### src/rtl/inst_rom_arbiter_pkg.sv
// Shared constants and helpers for the instruction ROM arbiter.
// Owner encoding records which requester received the last ROM access.
package inst_rom_arbiter_pkg;

  localparam logic ARB_OWNER_CPU = 1'b0;
  localparam logic ARB_OWNER_DBG = 1'b1;

  localparam logic CHIP_ENABLE  = 1'b1;
  localparam logic CHIP_DISABLE = 1'b0;

  localparam int STARVE_CNT_W = 4;

  typedef logic [STARVE_CNT_W-1:0] starve_cnt_t;

  // Increment that parks at the limit instead of wrapping.
  function automatic starve_cnt_t starve_sat_inc(input starve_cnt_t cnt,
                                                 input starve_cnt_t limit);
    if (cnt >= limit) return limit;
    return cnt + 1'b1;
  endfunction

endpackage

### src/rtl/inst_rom_arb_starve.sv
// Counts consecutive denied debug-request cycles and raises force_dbg
// once the limit is reached, so debug wins the next contended cycle.
module inst_rom_arb_starve
  import inst_rom_arbiter_pkg::*;
#(
  parameter int STARVE_LIMIT = 4
) (
  input  logic clk,
  input  logic rst,
  input  logic dbg_req,
  input  logic dbg_gnt,
  output logic force_dbg
);

  localparam starve_cnt_t LIMIT = starve_cnt_t'(STARVE_LIMIT);

  starve_cnt_t starve_cnt;

  always_ff @(posedge clk or negedge rst) begin
    if (!rst) begin
      starve_cnt <= '0;
    end else if (dbg_req && !dbg_gnt) begin
      starve_cnt <= starve_sat_inc(starve_cnt, LIMIT);
    end else begin
      starve_cnt <= '0;
    end
  end

  assign force_dbg = (starve_cnt >= LIMIT);

endmodule

### src/rtl/inst_rom_arbiter.sv
// Shares one combinational instruction ROM between CPU fetch and the debug
// read port; one access per cycle, response registered with one-cycle latency.
module inst_rom_arbiter
  import inst_rom_arbiter_pkg::*;
#(
  parameter int ADDR_W       = 32,
  parameter int DATA_W       = 32,
  parameter int STARVE_LIMIT = 4
) (
  input  logic              clk,
  input  logic              rst,
  input  logic              cpu_req,
  input  logic [ADDR_W-1:0] cpu_addr,
  output logic              cpu_gnt,
  output logic              cpu_rvalid,
  output logic [DATA_W-1:0] cpu_rdata,
  input  logic              flush,
  input  logic              dbg_req,
  input  logic [ADDR_W-1:0] dbg_addr,
  output logic              dbg_gnt,
  output logic              dbg_rvalid,
  output logic [DATA_W-1:0] dbg_rdata,
  output logic              stallreq,
  output logic              rom_ce,
  output logic [ADDR_W-1:0] rom_addr,
  input  logic [DATA_W-1:0] rom_inst
);

  logic force_dbg;
  logic resp_valid;
  logic last_owner;

  inst_rom_arb_starve #(
    .STARVE_LIMIT(STARVE_LIMIT)
  ) u_starve (
    .clk      (clk),
    .rst      (rst),
    .dbg_req  (dbg_req),
    .dbg_gnt  (dbg_gnt),
    .force_dbg(force_dbg)
  );

  // Grants are gated by reset so nothing reaches the ROM while in reset.
  always_comb begin
    cpu_gnt = 1'b0;
    dbg_gnt = 1'b0;
    if (rst) begin
      if (dbg_req && (!cpu_req || force_dbg)) begin
        dbg_gnt = 1'b1;
      end else if (cpu_req) begin
        cpu_gnt = 1'b1;
      end
    end
  end

  assign stallreq = cpu_req & ~cpu_gnt;
  assign rom_ce   = (cpu_gnt | dbg_gnt) ? CHIP_ENABLE : CHIP_DISABLE;
  assign rom_addr = cpu_gnt ? cpu_addr : (dbg_gnt ? dbg_addr : '0);

  always_ff @(posedge clk or negedge rst) begin
    if (!rst) begin
      resp_valid <= 1'b0;
      last_owner <= ARB_OWNER_CPU;
      cpu_rdata  <= '0;
      dbg_rdata  <= '0;
    end else begin
      resp_valid <= (rom_ce == CHIP_ENABLE);
      if (cpu_gnt) begin
        last_owner <= ARB_OWNER_CPU;
        cpu_rdata  <= rom_inst;
      end
      if (dbg_gnt) begin
        last_owner <= ARB_OWNER_DBG;
        dbg_rdata  <= rom_inst;
      end
    end
  end

  // Flush only squashes the CPU response already in flight this cycle.
  assign cpu_rvalid = resp_valid && (last_owner == ARB_OWNER_CPU) && !flush;
  assign dbg_rvalid = resp_valid && (last_owner == ARB_OWNER_DBG);

endmodule

### config.mk
export PLATFORM = sky130hd
export DESIGN_NAME = inst_rom_arbiter
export DESIGN_NICKNAME = d
export VERILOG_FILES = /design/src/rtl/inst_rom_arbiter_pkg.sv /design/src/rtl/inst_rom_arb_starve.sv /design/src/rtl/inst_rom_arbiter.sv
export SDC_FILE = /design/constraint.sdc
export NUM_CORES = 1
export LEC_CHECK = 0
export ABC_AREA = 1
export BUFFER_PORTS_ARGS = -buffer_cell sky130_fd_sc_hd__buf_2
export CORE_UTILIZATION = 48
export CTS_CLUSTER_DIAMETER = 80
export DETAILED_ROUTE_END_ITERATION = 6
export GPL_TIMING_DRIVEN = 0
export MAX_ROUTING_LAYER = met4
export PLACE_DENSITY = 0.95
export SYNTH_ARGS = -nofsm -noshare
export SYNTH_HDL_FRONTEND = slang
export SYNTH_SLANG_ARGS = --single-unit
export TNS_END_PERCENT = 10
### constraint.sdc
create_clock -name clk -period 2.9 [get_ports clk]
set_clock_uncertainty 0.05 [all_clocks]
set_input_delay 0.29 -clock clk [delete_from_list [all_inputs] [get_ports clk]]
set_output_delay 0.29 -clock clk [all_outputs]
set_load 0.005 [all_outputs]
==> metrics.txt <==
outcome=finished, violations left; failing checks=DRC; clock network fraction of total power=roughly 28%; Antenna Violating Nets Remaining=0; Synth area leaders=dfrtp_1 49%, nand2_1 17%, nand4_1 11%, nand3_1 7.5%, buf_6 4.4%; Int Power=approximately 0.0018 W; end point of the critical path=rom_addr[31]; Synth warnings=0; Synth area leader=dfrtp_1; DR pass1 iterations=7; switching share of power=between 30% and 40%; Longest Clk Path Bufs=2; RSZ-0062 raised after global routing=no; total gr overflow=0; Sw Pwr=between 0.0007 and 0.0008 W; synthesized instance count=~430; worst r2r path cells=6; Global Route met2 Usage=47.13%; post-synth cell types=22; count of input and output buffers=approximately 200; Hold Vio Cnt, Final=0; Synth Net Count=between 500 and 600; R2R Path Start=u_starve.starve_cnt[2]; highest clock rate=around 420 MHz; vias in the first global route=roughly 3600; Critical Path Fanout Max=74; Worst-path clk slew=0.08 ns; Vias/cell=between 5 and 6; Starting Density=approximately 50%; sequential share of power=around 47%; CTS resizes=0; post-CTS setup buffer count=0; DP HPWL=approximately 8400 microns; WL/cell=15.27 microns; worst setup path startpoint=rst; most used cell, CP=buf_2; Final GP Congestion=around 0.84; met3 GRT Util=5.317%; relative slew slack=around 41%; Mapped Avg Cell Area=around 8.4 sq um; via count=between 4000 and 5000; Crit. End Element=output port; max cap viols=0; Layout area overhead=36.66%; # setup viols final=0; Worst VDD drop=0.2813 mV; CTS buffer count=9; R2R Path End=dbg_rdata[12]; power consumption=about 0.0026 W; Tcrit/Tclk final=between 80 and 90%; Ports=approximately 200; clock latency on the worst-skew pair=roughly 0.34 ns; PD cells=~520 nW/um^2; Core Area=between 7000 and 8000 sq um; CTS tree=built; synthesis-stage register bit count=70; power share of the combinational group=roughly a quarter; GR peak layer=met2; share of cells above drive strength 1=between 40 and 50%; Seq/Total Area, Yosys=between 40% and 50%; DRC=1; Final min period=approximately 2.4 ns; CP peak stage delay=roughly 0.67 ns; HP Class=in -> async; Sink Count=70; global-route wire length before repair=approximately 17000 microns; Critical-path top delay cell=buf_4; Cell Chain, Critical Path=buf_4 > buf_2 > buf_2 > nand4_1 > nand2_1 > buf_2; Final Max Slew Viols=0; Die Span X=about 89 microns; final net count=between 700 and 800; largest net degree at the start of global routing=75; total wire length=11360 microns; total die area=between 7000 and 8000 sq um; Synth top area share=a little under 50%; met1 usage=35.56%; mapped cell area=~3600 sq um; drt first-iter violations=roughly 280; row cnt=31; Slew @ Worst Pin=about 0.88 ns; Worst setup SP type=input port; initial antenna violation count=0; root buf cell=clkbuf_8; Die H=88.53 microns; hold_buf cts=0; Setup Crit Path Kind=in -> out; H-tree levels=3; GRT Overall Usage=between 20% and 30%; Required @ worst endpoint=2.56 ns; LEAKAGE=between 2 and 3 nW; CP Data Arrival Time=a little over 2 ns; antenna cells=0; Setup TNS=0 ns; reg2reg setup slack=between 1.5 and 2 ns
metrics by stage:
step / worst slack (ns) / hold WS (ns) / instances / util (%) / instance area, sq um
after detailed placement: 0.4962 / 0.3954 / 728 / 65.15 / 4726
after floorplan: 1.519 / -0.05559 / 428 / - / 3593
after global placement: -0.002001 / 0.3702 / 728 / 65.12 / 4723
after global routing: 0.3064 / 0.08996 / 744 / 67.71 / 4911
after CTS: 0.4954 / 0.04046 / 744 / 67.71 / 4911
final: 0.5199 / 0.01876 / 744 / 67.71 / 4911
power by group through the flow:
| stage | combinational (W) | clock (W) | sequential, W |
|---|---|---|---|
| 4_1_cts | 0.000640 | 0.000730 | 0.00120 |
| 6_report | 0.000640 | 0.000724 | 0.00120 |
| 5_1_grt | 0.000714 | 0.000766 | 0.00122 |
| 3_5_place_dp | 0.000636 | 0 | 0.00122 |
| 2_1_floorplan | 0.000275 | 0 | 0.00123 |
| 3_3_place_gp | 0.000609 | 0 | 0.00121 |
logic make-up after synthesis:
logic type | share of synthesized area [%]
AND/OR/NAND/NOR | 40.46
AO/OA/AOI/OAI | 0.3481
buffers and inverters | 9.993
other | 0.1044
flip-flops | 48.75
adder cells (fa/ha/maj) | 0.3481
layer usage:
layer | part of all wire, % | wire (microns)
met5 | 0 | 0
met2 | 50 | 5718
met3 | 7.6 | 867
met1 | 38 | 4365
met4 | 3.6 | 410
worst min-delay path by stage:
stage	slack, ns	cells past startpoint	start	to
3_5_place_dp	0.40	1	u_starve.starve_cnt[0]	u_starve.starve_cnt[0]
5_1_grt	0.09	1	rst	cpu_rdata[5]
3_3_place_gp	0.37	1	u_starve.starve_cnt[0]	u_starve.starve_cnt[0]
2_1_floorplan	-0.06	0	rst	cpu_rdata[0]
6_report	0.02	1	rst	dbg_rdata[19]
4_1_cts	0.04	1	rst	dbg_rdata[14]
critical path, delay by kind of cell:
kind	cells	cell delay (ns)
and+or+nand+nor	2	0.30
buffers and inverters	4	1.42
layout make-up:
class | instances | area [sq um]
fill | 576 | 2342
sequential | 70 | 1752
multi-input combinational | 308 | 1483
timing repair buffer | 201 | 1008
buffer | 42 | 329.1
clock buffer | 11 | 151.4
tap | 99 | 123.9
clock inverter | 5 | 33.78
inverter | 8 | 30.03
synthesized netlist by cell type:
library cell / instances
dfrtp_1: 70
nand2_2: 2
buf_2: 17
buf_6: 14
nor2_1: 5
conb_1: 1
clkbuf_1: 1
o211ai_1: 1
inv_1: 7
nand3_2: 11
nand2_1: 165
ha_1: 1
buf_8: 2
nand4_1: 64
buf_4: 6
nand2_4: 1
nor3_1: 1
nand3_1: 54
inv_2: 1
nor2_2: 1
buf_1: 2
o21ai_0: 1
flip-flops by register name, summed over array words and instances, names as in the netlist:
| register | count |
|---|---|
| cpu_rdata | 32 |
| dbg_rdata | 32 |
| last_owner | 1 |
| resp_valid | 1 |
| u_starve.starve_cnt | 4 |
placed cells by master (no fill, tap or decap):
cell type	synthesis	routed
nand4_1	64	64
buf_2	17	217
inv_2	1	1
dfrtp_1	70	70
buf_4	6	7
clkbuf_8	0	11
nand2_2	2	2
clkinv_4	0	1
nand3_2	11	11
buf_8	2	2
nor2_1	5	5
nand2_4	1	1
o21ai_0	1	1
ha_1	1	1
nor2_2	1	1
conb_1	1	1
clkinv_2	0	2
nor3_1	1	1
inv_1	7	7
clkinvlp_4	0	2
clkbuf_1	1	1
o211ai_1	1	1
nand2_1	165	165
nand3_1	54	54
buf_6	14	14
buf_1	2	2
Power figures use the tool's default switching activity.
